### config.mk
export PLATFORM = sky130hd
export DESIGN_NAME = nibble_serial_adder_ctrl
export DESIGN_NICKNAME = d
export VERILOG_FILES = /design/src/rtl/nibble_serial_adder_ctrl.sv
export SDC_FILE = /design/constraint.sdc
export NUM_CORES = 1
export LEC_CHECK = 0
export BUFFER_PORTS_ARGS = -buffer_cell sky130_fd_sc_hd__buf_2
export CORE_ASPECT_RATIO = 0.5
export CORE_MARGIN = 2
export CORE_UTILIZATION = 48
export CTS_CLUSTER_DIAMETER = 100
export DETAILED_ROUTE_END_ITERATION = 8
export GPL_ROUTABILITY_DRIVEN = 0
export PLACE_DENSITY_LB_ADDON = 0.15
export SYNTH_ARGS = -nofsm -noshare
export SYNTH_HDL_FRONTEND = slang
export SYNTH_SLANG_ARGS = --single-unit
### constraint.sdc
create_clock -name i_clk -period 2.8 [get_ports i_clk]
set_input_delay 0.7 -clock i_clk [delete_from_list [all_inputs] [get_ports i_clk]]
set_output_delay 0.7 -clock i_clk [all_outputs]
set_load 0.005 [all_outputs]
### src/rtl/nibble_serial_adder_ctrl.sv
// Nibble-serial WIDTH-bit adder: one shared 4-bit ripple-carry adder, LSB nibble first,
// with the carry held in a register between nibbles and valid/ready on both sides.

module ripple_carry_adder_4 (
    input  logic [3:0] i_a,
    input  logic [3:0] i_b,
    input  logic       i_carry_in,
    output logic [3:0] o_s,
    output logic       o_carry_out
);
    logic [4:0] carry;

    assign carry[0] = i_carry_in;

    for (genvar i = 0; i < 4; i++) begin : g_fa
        assign o_s[i]       = i_a[i] ^ i_b[i] ^ carry[i];
        assign carry[i + 1] = (i_a[i] & i_b[i]) | (carry[i] & (i_a[i] ^ i_b[i]));
    end

    assign o_carry_out = carry[4];
endmodule

module nibble_serial_adder_ctrl #(
    parameter int WIDTH = 16
) (
    input  logic             i_clk,
    input  logic             i_reset,
    input  logic             i_valid,
    output logic             o_ready,
    input  logic [WIDTH-1:0] i_a,
    input  logic [WIDTH-1:0] i_b,
    input  logic             i_carry_in,
    output logic             o_valid,
    input  logic             i_ready,
    output logic [WIDTH-1:0] o_s,
    output logic             o_carry_out,
    output logic             o_busy
);
    localparam int NIBBLES = WIDTH / 4;
    localparam int CW      = (NIBBLES > 1) ? $clog2(NIBBLES) : 1;
    localparam logic [CW-1:0] LAST = CW'(NIBBLES - 1);

    if ((WIDTH % 4) != 0 || WIDTH < 4) begin : g_bad_width
        $error("nibble_serial_adder_ctrl: WIDTH must be a multiple of 4 and >= 4");
    end

    typedef enum logic [1:0] {S_IDLE, S_ADD, S_DONE} state_t;

    state_t            state, state_nx;
    logic [CW-1:0]     cnt;
    logic              carry_q;
    logic [WIDTH-1:0]  a_q, b_q, s_q;
    logic              cout_q;

    logic [3:0]        a_nib [NIBBLES];
    logic [3:0]        b_nib [NIBBLES];
    logic [3:0]        add_s;
    logic              add_cout;
    logic              last;

    for (genvar k = 0; k < NIBBLES; k++) begin : g_nib
        assign a_nib[k] = a_q[4*k +: 4];
        assign b_nib[k] = b_q[4*k +: 4];
    end

    // Adder always sees registered operands, so its inputs are defined in every state.
    ripple_carry_adder_4 u_adder (
        .i_a         (a_nib[cnt]),
        .i_b         (b_nib[cnt]),
        .i_carry_in  (carry_q),
        .o_s         (add_s),
        .o_carry_out (add_cout)
    );

    assign last = (cnt == LAST);

    // NOTE: sequential state uses non-blocking (<=) so every register samples pre-edge values.
    always_ff @(posedge i_clk) begin
        if (i_reset) state <= S_IDLE;
        else         state <= state_nx;
    end

    // NOTE: every output of this block gets a default first, so no path can infer a latch.
    always_comb begin
        state_nx = state;
        o_ready  = 1'b0;
        o_busy   = 1'b0;
        o_valid  = 1'b0;
        unique case (state)
            S_IDLE: begin
                o_ready = 1'b1;
                if (i_valid) state_nx = S_ADD;
            end
            S_ADD: begin
                o_busy = 1'b1;
                if (last) state_nx = S_DONE;
            end
            S_DONE: begin
                o_valid = 1'b1;
                if (i_ready) state_nx = S_IDLE;
            end
            default: state_nx = S_IDLE;
        endcase
    end

    // NOTE: operand and result registers are reset too, so nothing is X after reset.
    always_ff @(posedge i_clk) begin
        if (i_reset) begin
            cnt     <= '0;
            carry_q <= 1'b0;
            a_q     <= '0;
            b_q     <= '0;
            s_q     <= '0;
            cout_q  <= 1'b0;
        end else begin
            unique case (state)
                S_IDLE: begin
                    if (i_valid) begin
                        a_q     <= i_a;
                        b_q     <= i_b;
                        carry_q <= i_carry_in;
                        s_q     <= '0;
                        cnt     <= '0;
                    end
                end
                S_ADD: begin
                    s_q[int'(cnt)*4 +: 4] <= add_s;
                    carry_q               <= add_cout;
                    if (last) begin
                        cout_q <= add_cout;
                        cnt    <= '0;
                    end else begin
                        cnt    <= cnt + CW'(1);
                    end
                end
                default: ;
            endcase
        end
    end

    assign o_s         = s_q;
    assign o_carry_out = cout_q;
endmodule
# Word level (Yosys, flattened, before mapping)
# Cells that the tools add are included.
dict set report op_classes {
  n_bitwise 21
  n_eq_ne 6
  n_mux 21
  shifts 2
  addsub 2
  reduce_logical 6
  order_cmp 1
}
# operator count
set ops {}
lappend ops {{4-bit negation with 33-bit output} 1}
lappend ops {{4-bit by 33-bit variable shift with 16-bit output (first input constant)} 1}
lappend ops {{4-bit by 33-bit variable part select with 16-bit output} 1}
lappend ops {{16-bit one-hot mux with 2 select lines} 1}
lappend ops {{4-bit binary-select mux with 2-bit select} 2}
lappend ops {{16-bit bitwise mux} 1}
lappend ops {{16-bit 2-to-1 mux} 1}
lappend ops {{4-bit 2-to-1 mux} 4}
lappend ops {{2-bit 2-to-1 mux} 5}
lappend ops {{1-bit AND} 8}
lappend ops {{1-bit XOR} 8}
lappend ops {{2-bit != test (second input constant)} 3}
lappend ops {{2-bit one-hot mux with 3 select lines} 1}
lappend ops {{2-bit AND reduction} 3}
lappend ops {{2-bit equality test (second input constant)} 2}
lappend ops {{1-bit 2-to-1 mux} 4}
lappend ops {{1-bit bitwise OR} 4}
lappend ops {{2-bit one-hot mux with 2 select lines} 1}
lappend ops {{3-bit >= comparator (second input constant)} 1}
lappend ops {{2-bit inverter with 3-bit output} 1}
lappend ops {{3-bit AND reduction} 1}
lappend ops {{2-bit by 1-bit adder with 2-bit output (second input constant)} 1}
lappend ops {{2-bit by 1-bit equality test with 1-bit output (second input constant)} 1}
lappend ops {{2-bit zero test} 1}
lappend ops {{other kinds (2)} 2}
dict set report word_totals {
  register_bits 54
  output_inout_bits 20
  input_bits 37
  elab_cells 66
}

# Longest topological paths before layout
# Gate-level depths: netlist of run 1.
dict set report logic_depth {
  word_depth 15
  mapped_depth 10
  ltp_nobuf 9
}

# By module
# Synthesis of run 1 repeated with hierarchy kept, for this count alone.
dict set report hier_totals {
  hier_cells 258
  area_unflattened_um2 2464.9
}
# mod seq_area_each_um2 area_per_inst_um2 instances cells_per_inst
set modules_own_cells {}
lappend modules_own_cells {nibble_serial_adder_ctrl 1081.0 2347.3 1 244}
lappend modules_own_cells {ripple_carry_adder_4 0.0 117.6 1 14}

# Least setup slack after synthesis of run 1
# Ideal clock, no wire load.
dict set report synth_timing {
  path_kind {flip-flop to flip-flop}
  start {reg cnt[0]}
  end {reg s_q[15], in the netlist o_s[15]}
  t_required_ns 2.740
  setup_slack_ns -0.005
  setup_time_ns 0.060
  stages_incl_launch_ff 11
  n_path_buf 1
  t_arrival_ns 2.746
  period_less_slack_ns 2.805
  cell_sequence {dfxtp_1 buf_6 mux4_2 inv_1 fa_1 fa_1 inv_1 fa_1 fa_1 nor2b_1 a22o_1}
}
dict set report synth_between {
  elab_chain_len 15
  word_cells_on_any_way 29
  classes_between {add/sub: 1; shift: 2; mux: 8; bitwise: 18}
}
# element line
set synth_rtl {}
lappend synth_rtl {{start: declaration} 50} ;# logic [CW-1:0] cnt;
lappend synth_rtl {{start signal: assignment} 133} ;# cnt <= cnt + CW'(1);
lappend synth_rtl {{2-bit inverter with 3-bit output (implied by the code)} {68, 69}}
lappend synth_rtl {{4-bit binary-select mux with 2-bit select, on equally long branches} {68, 69}}
lappend synth_rtl {{4-bit 2-to-1 mux, on equally long branches (2 in a row)} {68, 69}}
lappend synth_rtl {{1-bit XOR} {16, 17}}
lappend synth_rtl {{1-bit AND} 17} ;# assign carry[i + 1] = (i_a[i] & i_b[i]) | (carry[i] & (i_a[i] ^ i_b[i]));
lappend synth_rtl {{1-bit bitwise OR} 17}
lappend synth_rtl {{1-bit AND} 17}
lappend synth_rtl {{1-bit bitwise OR} 17}
lappend synth_rtl {{1-bit AND} 17}
lappend synth_rtl {{1-bit bitwise OR} 17}
lappend synth_rtl {{1-bit XOR} 16} ;# assign o_s[i] = i_a[i] ^ i_b[i] ^ carry[i];
lappend synth_rtl {{4-bit by 33-bit variable part select with 16-bit output} 127} ;# s_q[int'(cnt)*4 +: 4] <= add_s;
lappend synth_rtl {{16-bit bitwise mux *} 127}
lappend synth_rtl {{16-bit one-hot mux with 2 select lines *} 116} ;# unique case (state)
lappend synth_rtl {{end signal: indexed assignment} 127}
lappend synth_rtl {{end: declaration} 52} ;# logic [WIDTH-1:0] a_q, b_q, s_q;
# Every way passes the cells marked *; elsewhere a longest branch is shown, timed or not. The select of a mux whose other input is x is not followed.
# A chain may end at the register's enable or synchronous reset.

# Worst setup path in the final report of run 1
dict set report layout_timing {
  start {reg cnt[0]}
  end {reg s_q[11], in the netlist o_s[11]}
}
# The elaborated chain is that of the path after synthesis.

==> results.json, run 1 <==
{
  "outcome": "completed",
  "holdCritPathClass": "reg2reg",
  "p_int_mw": 1.17,
  "cts_tree": "yes",
  "timing.rr.start": "cnt[0]$_SDFFE_PP0P_",
  "p_comb_share_pct": 13.7,
  "synth.avg_cell_area_um2": 9.51,
  "post-route-util_pct": 57.9,
  "ys.flop_type": "dfxtp_1",
  "final-hold-violation-count": 0,
  "die_w_um": 104,
  "start_util_pct": 49.4,
  "critPathMaxStageDelay_ps": 410,
  "dpl.hpwl_um": 3760,
  "critical_path_class": "reg2reg",
  "cp-startpoint": "cnt[0]$_SDFFE_PP0P_",
  "power.total_mw": 1.58,
  "first_iter_violations": 74,
  "grt_pass1_wl_um": 8400,
  "worst-path-buf-inv": 2,
  "insertion_delay_ps": 310,
  "setup_ws_ps": 89.8,
  "fin_cells": 379,
  "routed-via-count": 1912,
  "yosys_register_bits": 54,
  "cts.htree.levels": 2,
  "irDropWorstVdd_uv": 301,
  "syn2layout_area_growth_pct": 17.0,
  "max_clock_freq_mhz": 369,
  "synth_area_leaders": "dfxtp_1 (45%), nand2_1 (10%), a21oi_1 (8.7%)",
  "rsz0062_at_grt": "no",
  "drv_cap": 0,
  "p_per_area_mw_per_mm2": 558,
  "grt_usage_pct": 19.5,
  "cts.sinks": 54,
  "synthCells": 254,
  "n_fill_cell": 459,
  "ys_types": 29,
  "p_switching_mw": 0.405,
  "multi_input_area_mm2": 0.00116,
  "wl_um": 5150,
  "finalInstanceArea_mm2": 0.00283,
  "cts_buffers": 5,
  "period_share_pct": 96.8,
  "rrSetupSlack_ps": 90,
  "cp-end-kind": "flip-flop",
  "syn_area_mm2": 0.00242,
  "portBuffers": 56,
  "path_clk_slew_ps": 100,
  "place_inst": 370,
  "row_count": 18,
  "fin_skew_ps": 3.39,
  "hold_depth": 2,
  "timing.critical_path.max_delay_family": "adder cells",
  "drc": 0,
  "ff_latch_area_mm2": 0.00108,
  "io_pins": 57,
  "clockBufferDepth": 2,
  "place_area_mm2": 0.00270,
  "synth_xor_area_share_pct": 0,
  "slew_viol_final": 0,
  "finalSetupViolations": 0,
  "path_cells": "mux4_2, inv_1, fa_1, fa_1, inv_1, fa_1, fa_1, nor2b_2, a22o_1",
  "worst-slew-pin-transition_ps": 606,
  "ant_nets": 0,
  "rr_worst_depth": 9,
  "nNetsFinal": 353,
  "p_leak_nw": 1.20,
  "ys_seq_area_share_pct": 44.7,
  "ys_async_sr_fraction_pct": 0,
  "synth_compound_area_share_pct": 15.5,
  "synth_warnings": 0,
  "synth_edf_count": 0,
  "switching_share_pct": 25.7,
  "maxSlewHeadroom_pct": 59.6,
  "antenna_found_initial": 0,
  "critical_path.max_fanout": 4,
  "synth-simple-area-share_pct": 17.6,
  "hold_end": "a_q[11]$_SDFFE_PP0P_",
  "synthAdderAreaFrac_pct": 5.39,
  "synth_fp_nets": 299,
  "grt_max_degree": 33,
  "hold_start": "a_q[11]$_SDFFE_PP0P_",
  "cts_root_buffer": "clkbuf_8",
  "post-place-ws_ps": -9.12,
  "min_period_ps": 2710,
  "synth_top_area_share_pct": 44.7,
  "pwr-share-seq_pct": 52.5,
  "drive_gt1_share_pct": 29.4,
  "arrival_ps": 2920,
  "synth_top_family_by_area": "simple AND/OR/NAND/NOR gates",
  "worstPathRequired_ps": 3010,
  "firstDrtPassIters": 4,
  "clockPowerShare_pct": 33.8,
  "crit_top_cell": "fa_1",
  "cp.depth": 9,
  "start_kind": "flip-flop",
  "dieHeight_um": 54.2,
  "wl_per_cell_um": 13.6,
  "drt-vias-per-instance": 5.04,
  "synth_mux_area_share_pct": 9.32,
  "core_mm2": 0.00489,
  "die_area_mm2": 0.00565,
  "grt_pass1_vias": 1772,
  "synth_area_leader_cell": "dfxtp_1",
  "reg2reg_to": "o_s[11]$_SDFFE_PP0P_",
  "overflow": 0,
  "antennaDiodeCount": 0,
  "cpMaxStageDelayCell": "fa_1"
}
[worst max path at each step]
stage | slack, ps | end
after floorplan | 80 | o_s[15]$_SDFFE_PP0P_
after global placement | 90 | o_s[15]$_SDFFE_PP0P_
after detailed placement | -9 | o_s[15]$_SDFFE_PP0P_
after CTS | 40 | o_s[11]$_SDFFE_PP0P_
after global routing | 3 | o_s[11]$_SDFFE_PP0P_
final | 90 | o_s[11]$_SDFFE_PP0P_
[synthesized netlist by cell type (2+ instances only)]
| cell | n |
|---|---|
| nand2b_1 | 2 |
| buf_2 | 6 |
| nand2_1 | 66 |
| and4_1 | 2 |
| nor3b_4 | 2 |
| dfxtp_1 | 54 |
| mux2_2 | 4 |
| fa_1 | 4 |
| a22o_1 | 16 |
| buf_6 | 9 |
| nor2_1 | 7 |
| inv_1 | 10 |
| nand3_1 | 2 |
| ha_1 | 4 |
| a21oi_1 | 42 |
| nor2b_1 | 3 |
| clkbuf_1 | 2 |
| mux4_2 | 8 |
[sequential cells by signal, summed over array words and instances, names as in the netlist]
| signal | flops |
|---|---|
| state | 2 |
| a_q | 16 |
| o_s | 16 |
| cnt | 2 |
| b_q | 16 |
| carry_q | 1 |
| o_carry_out | 1 |
[repair_timing]
action | 4_1_cts | 5_1_grt
setup buffers | 0 | 1
hold buffers | 0 | 0
setup endpoints to repair | 4 | 4
gates resized for setup | 1 | 1
[cell families after synthesis]
| kind of cell | after synthesis |
|---|---|
| DFF | 54 |
| adders and majority gates | 8 |
| buffers and inverters | 28 |
| and+or+nand+nor | 91 |
| muxes | 12 |
| AOI/OAI and AO/OA | 61 |
[metrics by stage]
step / hold WS [ps] / TNS [ps]
2_1_floorplan: 433 / 0
3_3_place_gp: 441 / 0
3_5_place_dp: 448 / -17.0
4_1_cts: 462 / 0
5_1_grt: 482 / 0
6_report: 459 / 0
[power by group through the flow]
stage | Combinational, mW | Sequential [mW] | Clock (mW)
floorplan | 0.171 | 0.836 | 0
global placement | 0.211 | 0.846 | 0
detailed placement | 0.215 | 0.848 | 0
CTS | 0.217 | 0.830 | 0.544
global route | 0.244 | 0.834 | 0.582
finish | 0.216 | 0.829 | 0.533
[routing by layer]
| metal | vias up | global-route usage (%) | wire length (um) |
|---|---|---|---|
| met2 | 43 | 30.5 | 2260 |
| met4 | 0 | 4.73 | 40 |
| met1 | 894 | 26.7 | 2620 |
| met3 | 4 | 6.05 | 226 |
| li1 | 971 | - | - |
| met5 | - | 0 | 0 |
[worst register-to-register path: stages, from the launching register on]
cell,delay (ps)
dfxtp_4,370
mux4_2,330
inv_1,50
fa_1,410
fa_1,370
inv_1,70
fa_1,200
fa_1,410
nor2b_2,190
a22o_1,220
[cell usage in the layout (no fill, tap or decap), types with 4 or more instances in the layout]
master    count
a21oi_1      42
nand2_1      66
clkbuf_8      5
a22o_1       16
dfxtp_1      53
ha_1          4
buf_4         9
mux2_2        4
mux4_2        8
buf_2        56
nor2_1        7
fa_1          4
inv_1        10
[layout make-up]
| class | instances | share of cell area (%) |
|---|---|---|
| clock inverters | 3 | 1.55 |
| repair buffers | 65 | 12.3 |
| flip-flops and latches | 54 | 38.4 |
| multi-input cells | 172 | 40.9 |
| inverters | 10 | 1.33 |
| clock buffers | 5 | 2.43 |
| well taps | 70 | 3.10 |
Power figures use the tool's default switching activity.
==> inputs of run 2 (changes only) <==
Settings changed: PLACE_DENSITY set to 0.75, PLACE_DENSITY_LB_ADDON 0.15 to not set.
==> results.json, run 2 (synthesis gave the netlist of run 1 again) <==
{
  "outcome": "completed",
  "finalSetupViolations": 0,
  "endpoint": "o_s[3]$_SDFFE_PP0P_",
  "fin_skew_ps": 7.22,
  "antenna_found_initial": 0,
  "syn2layout_area_growth_pct": 15.0,
  "rsz0062_at_grt": "no",
  "core_mm2": 0.00489,
  "cts_buffers": 5,
  "dieHeight_um": 54.2,
  "period_share_pct": 96.1,
  "critPathMaxStageDelay_ps": 500,
  "grt_usage_pct": 18.6,
  "cts.htree.levels": 2,
  "drv_cap": 0,
  "p_per_area_mw_per_mm2": 528,
  "post-cts-setup-buffers": 0,
  "critical_path_class": "reg2reg",
  "cts_tree": "yes",
  "cp-end-kind": "flip-flop",
  "holdCritPathClass": "reg2reg",
  "dpl.hpwl_um": 3730,
  "arrival_ps": 2910,
  "worst-slew-pin-transition_ps": 1060,
  "overflow": 0,
  "drc": 0,
  "portBuffers": 56,
  "wl_um": 5050,
  "maxSlewHeadroom_pct": 29.5,
  "grt_pass1_vias": 1757,
  "ant_nets": 0,
  "timing.setup.tns_ps": 0,
  "mostFrequentLayoutCell": "nand2_1",
  "irDropWorstVdd_uv": 227,
  "die_w_um": 104,
  "cts_hold_buf": 0,
  "timing.rr.start": "cnt[0]$_SDFFE_PP0P_",
  "io_pins": 57,
  "final-hold-violation-count": 0,
  "min_period_ps": 2690,
  "drive_gt1_share_pct": 29.2,
  "max_clock_freq_mhz": 372,
  "critical_path.max_fanout": 4,
  "clockBufferDepth": 2,
  "start_util_pct": 49.4,
  "wl_per_cell_um": 13.5,
  "nNetsFinal": 350,
  "path_clk_slew_ps": 100,
  "cts.sinks": 54,
  "rr_worst_depth": 9,
  "grt_pass1_wl_um": 8100,
  "p_leak_nw": 1.16,
  "worstPathRequired_ps": 3020,
  "start_kind": "flip-flop",
  "drt-vias-per-instance": 5.14,
  "routed-via-count": 1927,
  "insertion_delay_ps": 320,
  "power.total_mw": 1.47,
  "antennaDiodeCount": 0,
  "cts_root_buffer": "clkbuf_8",
  "cp-startpoint": "cnt[0]$_SDFFE_PP0P_",
  "row_count": 18,
  "reg2reg_to": "o_s[3]$_SDFFE_PP0P_",
  "path_cells": "mux4_2, inv_1, fa_2, fa_1, inv_1, fa_2, fa_1, nor2b_2, a22o_1",
  "slew_viol_final": 0,
  "cpMaxStageDelayCell": "mux4_2",
  "die_area_mm2": 0.00565,
  "grt_max_degree": 35,
  "first_iter_violations": 55,
  "cts_resized": 1,
  "mostFrequentLayoutCells": "nand2_1 (66), buf_2 (56), dfxtp_1 (53), a21oi_1 (42), a22o_1 (16)",
  "rrSetupSlack_ps": 110,
  "firstDrtPassIters": 5
}
run 2: critical path: cells and delay by family (launching register included):
kind | cells | cell delay, ps
AOI/OAI and AO/OA | 1 | 220
adders and majority gates | 4 | 1160
buffers and inverters | 2 | 150
DFF | 1 | 380
muxes | 1 | 500
and+or+nand+nor | 1 | 190
run 2: routing by layer:
layer | share of wire, % | track usage (%) | up-vias
li1 | - | - | 965
met1 | 47 | 24.3 | 909
met2 | 47 | 30.5 | 45
met3 | 4.7 | 4.00 | 8
met4 | 1.4 | 9.01 | 0
met5 | 0 | 0 | -
run 2: where the power goes:
part / internal [mW] / total (mW) / switching [mW]
clock: 0.172 / 0.426 / 0.254
sequential: 0.803 / 0.829 / 0.0252
combinational: 0.0978 / 0.213 / 0.115
total: 1.07 / 1.47 / 0.394
run 2: worst min path at each step:
stage | depth (start not counted) | slack (ps) | end | from
global route | 2 | 480 | b_q[9]$_SDFFE_PP0P_ | b_q[9]$_SDFFE_PP0P_
CTS | 2 | 460 | b_q[8]$_SDFFE_PP0P_ | b_q[8]$_SDFFE_PP0P_
detailed placement | 2 | 450 | b_q[8]$_SDFFE_PP0P_ | b_q[8]$_SDFFE_PP0P_
floorplan | 2 | 430 | a_q[6]$_SDFFE_PP0P_ | a_q[6]$_SDFFE_PP0P_
finish | 2 | 460 | b_q[8]$_SDFFE_PP0P_ | b_q[8]$_SDFFE_PP0P_
global placement | 2 | 440 | b_q[11]$_SDFFE_PP0P_ | b_q[11]$_SDFFE_PP0P_
run 2: final cells by class:
type                            count  area (um2)
Clock inverter                      1        7.51
Inverter                           10        37.5
Multi-Input combinational cell    172        1160
Fill cell                         452        2110
Tap cell                           70        87.6
Sequential cell                    54        1080
Timing Repair Buffer               62         325
Clock buffer                        6        72.6
run 2: stage by stage:
step / instances / setup WS, ps / util, % / hold slack [ps] / cell area (um2)
CTS: 375 / 46.7 / 56.7 / 459 / 2770
global placement: 368 / 121 / 55.0 / 442 / 2690
global route: 375 / 17.8 / 56.8 / 478 / 2780
detailed placement: 368 / 8.16 / 55.0 / 446 / 2690
floorplan: 254 / 77.2 / - / 433 / 2420
finish: 375 / 110 / 56.8 / 457 / 2780
